**src/rtl/result_accum.sv**
```systemverilog
// result_accum: sums DEPTH signed 16-bit samples per window and hands each total downstream.
// Define RESULT_ACCUM_SATURATE_EN for clamping adds with a per-window overflow flag; otherwise adds wrap.
module result_accum #(
  parameter int DEPTH = 8,
  parameter int ACC_W = 24
) (
  input  logic                    CLK,
  input  logic                    RESET_N,
  input  logic                    CLEAR,
  input  logic                    IN_VALID,
  input  logic signed [15:0]      IN_DATA,
  output logic                    IN_READY,
  output logic                    OUT_VALID,
  input  logic                    OUT_READY,
  output logic signed [ACC_W-1:0] OUT_SUM,
  output logic                    OUT_OVF
);

  localparam int CNT_W = (DEPTH > 1) ? $clog2(DEPTH) : 1;
  localparam logic [CNT_W-1:0] CNT_LAST = CNT_W'(DEPTH - 1);

  typedef enum logic [0:0] {
    ST_ACCUM = 1'b0,
    ST_FULL  = 1'b1
  } state_e;

  state_e                  state_q, state_d;
  logic signed [ACC_W-1:0] acc_q, acc_d;
  logic [CNT_W-1:0]        cnt_q, cnt_d;
  logic                    out_valid_q, out_valid_d;
  logic signed [ACC_W-1:0] out_sum_q, out_sum_d;
  logic                    in_fire_s;
  logic                    last_s;
  logic signed [ACC_W-1:0] sum_s;

  // A held total only blocks new input while the consumer is stalled.
  assign IN_READY  = !CLEAR && ((state_q == ST_ACCUM) || OUT_READY);
  assign in_fire_s = IN_VALID && IN_READY;
  assign last_s    = (cnt_q == CNT_LAST);

`ifdef RESULT_ACCUM_SATURATE_EN
  logic signed [ACC_W:0] sum_wide_s;
  logic                  add_ovf_s;
  logic                  ovf_q, ovf_d;
  logic                  out_ovf_q, out_ovf_d;

  assign sum_wide_s = (ACC_W+1)'(acc_q) + (ACC_W+1)'(IN_DATA);
  assign add_ovf_s  = (sum_wide_s[ACC_W] != sum_wide_s[ACC_W-1]);

  // Clamp to the signed range, direction taken from the true sign of the wide sum.
  always_comb begin
    if (!add_ovf_s) begin
      sum_s = sum_wide_s[ACC_W-1:0];
    end else if (sum_wide_s[ACC_W]) begin
      sum_s = {1'b1, {(ACC_W-1){1'b0}}};
    end else begin
      sum_s = {1'b0, {(ACC_W-1){1'b1}}};
    end
  end

  // Sticky window overflow, snapshotted into the output with the total.
  always_comb begin
    ovf_d     = ovf_q;
    out_ovf_d = out_ovf_q;
    if (CLEAR) begin
      ovf_d = 1'b0;
    end else if (in_fire_s && last_s) begin
      out_ovf_d = ovf_q | add_ovf_s;
      ovf_d     = 1'b0;
    end else if (in_fire_s) begin
      ovf_d = ovf_q | add_ovf_s;
    end else begin
      ovf_d = ovf_q;
    end
  end

  // Overflow flag registers.
  always_ff @(posedge CLK or negedge RESET_N) begin
    if (!RESET_N) begin
      ovf_q     <= 1'b0;
      out_ovf_q <= 1'b0;
    end else begin
      ovf_q     <= ovf_d;
      out_ovf_q <= out_ovf_d;
    end
  end

  assign OUT_OVF = out_ovf_q;
`else
  assign sum_s   = acc_q + ACC_W'(IN_DATA);
  assign OUT_OVF = 1'b0;
`endif

  // Window control. acc/cnt are zero while FULL, so a sample taken during the
  // output handshake naturally opens the next window (or, with DEPTH 1, closes it).
  always_comb begin
    state_d     = state_q;
    acc_d       = acc_q;
    cnt_d       = cnt_q;
    out_valid_d = out_valid_q;
    out_sum_d   = out_sum_q;
    if (CLEAR) begin
      state_d     = ST_ACCUM;
      acc_d       = '0;
      cnt_d       = '0;
      out_valid_d = 1'b0;
    end else if (in_fire_s && last_s) begin
      out_sum_d   = sum_s;
      out_valid_d = 1'b1;
      state_d     = ST_FULL;
      acc_d       = '0;
      cnt_d       = '0;
    end else if (in_fire_s) begin
      acc_d       = sum_s;
      cnt_d       = cnt_q + CNT_W'(1);
      out_valid_d = 1'b0;
      state_d     = ST_ACCUM;
    end else if ((state_q == ST_FULL) && OUT_READY) begin
      out_valid_d = 1'b0;
      state_d     = ST_ACCUM;
    end else begin
      state_d = state_q;
    end
  end

  // State and datapath registers.
  always_ff @(posedge CLK or negedge RESET_N) begin
    if (!RESET_N) begin
      state_q     <= ST_ACCUM;
      acc_q       <= '0;
      cnt_q       <= '0;
      out_valid_q <= 1'b0;
      out_sum_q   <= '0;
    end else begin
      state_q     <= state_d;
      acc_q       <= acc_d;
      cnt_q       <= cnt_d;
      out_valid_q <= out_valid_d;
      out_sum_q   <= out_sum_d;
    end
  end

  assign OUT_VALID = out_valid_q;
  assign OUT_SUM   = out_sum_q;

endmodule
```
**config.mk**
```make
export PLATFORM = sky130hd
export DESIGN_NAME = result_accum
export DESIGN_NICKNAME = d
export VERILOG_FILES = /design/src/rtl/result_accum.sv
export SDC_FILE = /design/constraint.sdc
export NUM_CORES = 1
export LEC_CHECK = 0
export BUFFER_PORTS_ARGS = -buffer_cell sky130_fd_sc_hd__buf_4
export CORE_MARGIN = 2
export CORE_UTILIZATION = 33
export DETAILED_ROUTE_END_ITERATION = 6
export PLACE_DENSITY_LB_ADDON = 0.1
export SLEW_MARGIN = 40
export SYNTH_ARGS = -nofsm -noshare
export SYNTH_HDL_FRONTEND = slang
export SYNTH_SLANG_ARGS = --single-unit
```
**constraint.sdc**
```tcl
create_clock -name CLK -period 2.85 [get_ports CLK]
set_clock_uncertainty 0.1 [all_clocks]
set_input_delay 0.57 -clock CLK [delete_from_list [all_inputs] [get_ports CLK]]
set_output_delay 0.57 -clock CLK [all_outputs]
set_load 0.01 [all_outputs]
```
==> results of run 1 <==
logic make-up (layout without fill, tap and decap cells):
| kind of cell | Yosys count | after routing | share of synthesized area |
|---|---|---|---|
| compound gates | 104 | 104 | 0.233 |
| xor+xnor | 20 | 20 | 0.0595 |
| fa+ha+maj | 26 | 26 | 0.105 |
| other cells | 1 | 1 | 0.00118 |
| simple gates | 63 | 63 | 0.0938 |
| buf+inv | 19 | 92 | 0.0339 |
| flops | 52 | 52 | 0.410 |
| mux | 18 | 18 | 0.0639 |
power by group through the flow:
stage               Combinational [uW]  Clock (uW)  Sequential (uW)
CTS                                769         478              827
global placement                   761           0              840
floorplan                          514           0              833
detailed placement                 762           0              841
global route                       877         509              834
finish                             786         470              827
layout make-up:
class	instances	area [um^2]	area share
Clock inverter	1	7.51	0.00188
Clock buffer	7	86.3	0.0217
Timing Repair Buffer	78	586	0.147
Inverter	6	22.5	0.00565
Sequential cell	52	1300	0.327
Multi-Input combinational cell	232	1820	0.457
Tap cell	129	161	0.0405
flip-flops by register name, summed over array words and instances, names as in the netlist:
signal,flops
OUT_VALID,1
acc_q,24
cnt_q,3
OUT_SUM,24
layout by cell type, fill, tap and decap left out, drive strengths merged, types with 4 or more instances in the layout:
master	instances
clkbuf	7
nand2	26
nand4	5
xnor2	10
buf	78
a22o	19
and3	4
a211oi	5
nor3	5
o21a	4
a21o	9
xor2	9
nand3	4
inv	6
ha	25
mux2	18
o21ai	22
dfrtp	52
nor2	10
a21oi	23
layer usage:
layer	vias to the layer above	wire length (um)
li1	1268	-
met1	1210	4110
met2	48	3410
met3	4	238
met4	0	56
met5	-	0
how the worst max path moves through the flow:
stage	endpoint	slack [ns]	depth (start not counted)
6_report	acc_q[23]$_DFFE_PN0P_	0.17	9
5_1_grt	OUT_SUM[18]$_DFFE_PN0P_	-0.006	12
4_1_cts	OUT_SUM[22]$_DFFE_PN0P_	0.06	11
3_5_place_dp	OUT_SUM[22]$_DFFE_PN0P_	-0.22	12
3_3_place_gp	OUT_SUM[22]$_DFFE_PN0P_	-0.19	12
2_1_floorplan	OUT_SUM[20]$_DFFE_PN0P_	0.05	10
metrics by stage:
step | power, uW | worst slack (ns) | setup TNS (ns) | hold WS (ns) | cells
2_1_floorplan | 1350 | 0.0531 | 0 | 0.174 | 303
3_3_place_gp | 1600 | -0.193 | -1.23 | 0.366 | 497
3_5_place_dp | 1600 | -0.225 | -1.44 | 0.371 | 497
4_1_cts | 2070 | 0.0587 | 0 | 0.221 | 505
5_1_grt | 2220 | -0.00623 | -0.00623 | 0.230 | 505
6_report | 2080 | 0.171 | 0 | 0.187 | 505
worst reg2reg max path, delay by kind of cell (launching register included):
kind / cells / cell delay (ns)
AOI/OAI and AO/OA: 4 / 0.77
adders and majority gates: 1 / 0.38
buffers and inverters: 1 / 0.15
DFF: 1 / 0.42
and+or+nand+nor: 3 / 0.77
repair_timing:
item,in CTS,in global routing
setup endpoints to repair,0,10
gates resized for setup,0,8
hold buffers,0,0
==> results.yml, run 1 <==
logic_synthesis:
  async_flop_share: 1.00
  yosysTopAreaCellShare: 0.410
  yosys.area.top_type: "dfrtp_1"
  ys_warn_count: 0
  synth_area_leaders: "dfrtp_1 (41%), ha_1 (9.9%), mux2_2 (6.4%), a22o_1 (5.2%), a21oi_1 (3.6%)"
  synth_nets: 350
  synth_seq_cells: 52
  synth_cell_types: 50
  postSynthCellCount: 303
  synth_edf_count: 0
  ys_seq_area_frac: 0.410
  yosys-top-cells-count: "dfrtp_1 (52), nand2_1 (26), ha_1 (25), a21oi_1 (23), o21ai_0 (20)"
  syn_avg_cell_area_um2: 10.5
  synth_ff_type: "dfrtp_1"
  syn_area_um2: 3170
  yosysMostFrequentCell: "dfrtp_1"
placement:
  post-dp-hpwl_mm: 5.68
  gp_congestion: 0.847
  postPlaceCellArea_um2: 3840
  portBuffers: 46
setup_path:
  required_ns: 2.98
  timing.critical_path.slowest_stage_cell: "or4b_1"
  critPathBufInv: 1
  startpoint_type: "register"
  reg2reg_slack_ns: 0.17
  r2r_cells: 9
  critPathLaunch: "acc_q[10]$_DFFE_PN0P_"
  cp_data_arrival_time_ns: 2.81
  cp_max_fo: 6
  critical_path.reg2reg.startpoint: "acc_q[10]$_DFFE_PN0P_"
  cp_top_family: "simple AND/OR/NAND/NOR gates"
  crit_path_end_kind: "register"
  critPathKind: "register to register"
  worstPathCellList: "ha_1 > buf_4 > and3_1 > o2111a_2 > o21ai_2 > a2111oi_4 > nor3_1 > or4b_1 > o211ai_1"
  r2r-end: "acc_q[23]$_DFFE_PN0P_"
  critPathMaxStageDelay_ns: 0.50
timing:
  final.min_clock_period_ns: 2.68
  final_max_slew_viol_count: 0
  fmax_mhz: 373
  finalHoldViolCount: 0
  worst_pin_slew_ns: 0.691
  slew_headroom: 0.539
  setup_viol: 0
  period_share: 0.940
die:
  design.die.area_um2: 10400
  die_h_um: 102
  coreArea_um2: 9280
  rows: 35
  start_util: 0.342
  fp.dieW_um: 102
  io_pins: 48
detailed_routing:
  wirelength_mm: 7.81
  drtIter0Drc: 80
  final_antenna_net_count: 0
  vias_per_cell: 5.01
  post-route-drc-count: 0
  wire_per_inst_um: 15.5
  dr.pass1.iters: 4
  num_vias: 2530
global_routing:
  grt_antenna_before_repair: 0
  met3_usage: 0.0253
  gr-usage-met1: 0.238
  grt_pass1_wl_mm: 12.9
  met2_usage: 0.240
  grt_max_degree: 53
  grtUsageTotal: 0.158
  grt.busiest_layer: "met2"
  grt_remaining_overflow: 0
  grt_pass1_vias: 2530
cts:
  cts_setup_buffers: 0
  clock_latency_ns: 0.32
  cts_tree: "built"
  cts_sinks: 52
  clkSlewWorstSetupHoldPaths_ns: 0.10
  numCtsBuffers: 5
  cts_max_path_buffers: 2
  root_buffer: "clkbuf_8"
  h-tree-depth: 2
finish:
  diodes: 0
  fillers: 954
  final_util: 0.429
  area_growth_pct: 25.5
  final_nets: 422
  final_cell_area_um2: 3990
  drive_above_1_share: 0.311
power_and_ir_drop:
  power.switching_uw: 725
  swShare: 0.348
  p_clk_frac: 0.226
  p_leak_uw: 0.00201
  ir_worst_vdd_mv: 0.212
  p_comb_frac: 0.377
  internal_power_uw: 1360
  seqPwrFrac: 0.397
  power_density_nw_per_um2: 523
outcome:
  status: "complete, no violations"
flow_run:
  cap_violations: 0
worst_hold_path:
  min_path_type: "input port to async pin"
Power figures use the tool's default switching activity.
==> run 2, diff against run 1 <==
CORE_ASPECT_RATIO = 0.8   (was default)
CORE_MARGIN = default   (was 2)
==> results.yml, run 2 (synthesis gave the netlist of run 1 again) <==
setup_path:
  cp_data_arrival_time_ns: 2.81
  cp_max_fo: 3
  crit_path_end_kind: "register"
  startpoint_type: "register"
  critPathLaunch: "acc_q[0]$_DFFE_PN0P_"
  required_ns: 2.92
  critPathKind: "register to register"
  timing.critical_path.slowest_stage_cell: "fa_1"
  critPathMaxStageDelay_ns: 0.40
  worstPathCellList: "ha_1 > inv_1 > fa_1 > nor2b_2 > o2111ai_2 > a211oi_2 > buf_4 > nor2_1 > o31ai_1 > xor2_1 > mux2_2"
  reg2reg_slack_ns: 0.11
  critical_path.reg2reg.startpoint: "acc_q[0]$_DFFE_PN0P_"
finish:
  final_cell_area_um2: 3980
  final_cell_mix: "buf_4 (72), dfrtp_1 (52), nand2_1 (26)"
  final_util: 0.433
  area_growth_pct: 25.4
  diodes: 0
  final_common_cell: "buf_4"
  drive_above_1_share: 0.291
  final_nets: 417
cts:
  cts_setup_buffers: 0
  root_buffer: "clkbuf_16"
  cts_max_path_buffers: 2
  clock_latency_ns: 0.28
  cts_tree: "built"
  cts_hold_buffers: 0
  clkSlewWorstSetupHoldPaths_ns: 0.07
  cts_sinks: 52
  numCtsBuffers: 5
  h-tree-depth: 2
flow_run:
  cap_violations: 0
timing:
  hold_ws_ns: 0.223
  setup_viol: 0
  finalHoldViolCount: 0
  final.min_clock_period_ns: 2.74
  rsz0062_at_grt: "true"
  setup_ws_ns: 0.113
  worst_pin_slew_ns: 0.664
  fmax_mhz: 365
  slew_headroom: 0.557
  period_share: 0.960
  final_max_slew_viol_count: 0
die:
  io_pins: 48
  coreArea_um2: 9190
  start_util: 0.345
  die_h_um: 89.7
  fp.dieW_um: 112
  design.die.area_um2: 10000
  rows: 31
detailed_routing:
  dr.pass1.iters: 6
  wire_per_inst_um: 15.6
  wirelength_mm: 7.60
  num_vias: 2525
  final_antenna_net_count: 0
  post-route-drc-count: 4
  drtIter0Drc: 161
  vias_per_cell: 5.20
global_routing:
  grt_pass1_vias: 2535
  grt_pass1_wl_mm: 13.1
  grt.busiest_layer: "met1"
  met2_usage: 0.235
  grtUsageTotal: 0.163
  met3_usage: 0.0297
  grt_max_degree: 53
  grt_remaining_overflow: 0
  grt_antenna_before_repair: 0
  gr-usage-met1: 0.253
placement:
  post-place-ws_ns: -0.294
  post-dp-hpwl_mm: 5.59
  gp_congestion: 0.839
  portBuffers: 46
  postPlaceCellArea_um2: 3800
outcome:
  failed_checks: "design-rule violations"
  status: "complete, but fails checks"
power_and_ir_drop:
  power_density_nw_per_um2: 568
  ir_worst_vdd_mv: 0.241
  p_leak_uw: 0.00203
worst_hold_path:
  min_path_type: "input port to async pin"
-- run 2: cell types whose count changed in the layout (fill, tap and decap cells not counted), sizes merged --
cell | before | now
bufinv | 0 | 1
clkbuf | 7 | 6
clkinv | 0 | 1
buf | 78 | 73
clkinvlp | 1 | 0
-- run 2: cell type report --
type	instances	area [um^2]
Multi-Input combinational cell	232	1790
Timing Repair Buffer	73	561
Clock inverter	2	35.0
Fill cell	901	5210
Tap cell	115	144
Clock buffer	6	129
Inverter	6	22.5
Sequential cell	52	1300
-- run 2: routing by layer --
| layer | up-vias | share of wire |
|---|---|---|
| li1 | 1259 | - |
| met2 | 46 | 0.42 |
| met1 | 1218 | 0.53 |
| met5 | - | 0 |
| met3 | 2 | 0.045 |
| met4 | 0 | 0.0050 |
-- run 2: power breakdown --
group	total (uW)	internal (uW)	switching, uW	leakage [uW]
sequential	829	793	36.2	0.000709
combinational	755	345	410	0.00124
clock	677	414	263	0.0000808
total	2260	1550	710	0.00203
-- run 2: timing repair --
action / in CTS / in global routing
gates resized for setup: 1 / 2
pin swaps: 0 / 2
endpoints found under the setup margin: 2 / 10
-- run 2: final timing paths --
| kind | to | cells after the start |
|---|---|---|
| max | OUT_SUM[20]$_DFFE_PN0P_ | 11 |
| min | OUT_SUM[3]$_DFFE_PN0P_ | 1 |
| max reg2reg | OUT_SUM[20]$_DFFE_PN0P_ | 11 |
| min reg2reg | OUT_SUM[14]$_DFFE_PN0P_ | 2 |
| max in group asynchronous | acc_q[11]$_DFFE_PN0P_ | 1 |
| min in group CLK | OUT_SUM[14]$_DFFE_PN0P_ | 2 |
-- run 2: critical path, delay by kind of cell (launching register included) --
kind | cells | cell delay, ns
AOI/OAI and AO/OA | 3 | 0.74
adders and majority gates | 2 | 0.57
DFF | 1 | 0.36
muxes | 1 | 0.28
buffers and inverters | 2 | 0.21
and+or+nand+nor | 2 | 0.21
xor gates and xnor gates | 1 | 0.14
-- run 2: through the flow --
step | total power [uW] | setup TNS, ns | std cells
2_1_floorplan | 1350 | 0 | 303
3_3_place_gp | 1580 | -1.84 | 478
3_5_place_dp | 1590 | -2.32 | 478
4_1_cts | 2290 | 0 | 486
5_1_grt | 2430 | -0.00970 | 486
6_report | 2260 | 0 | 486
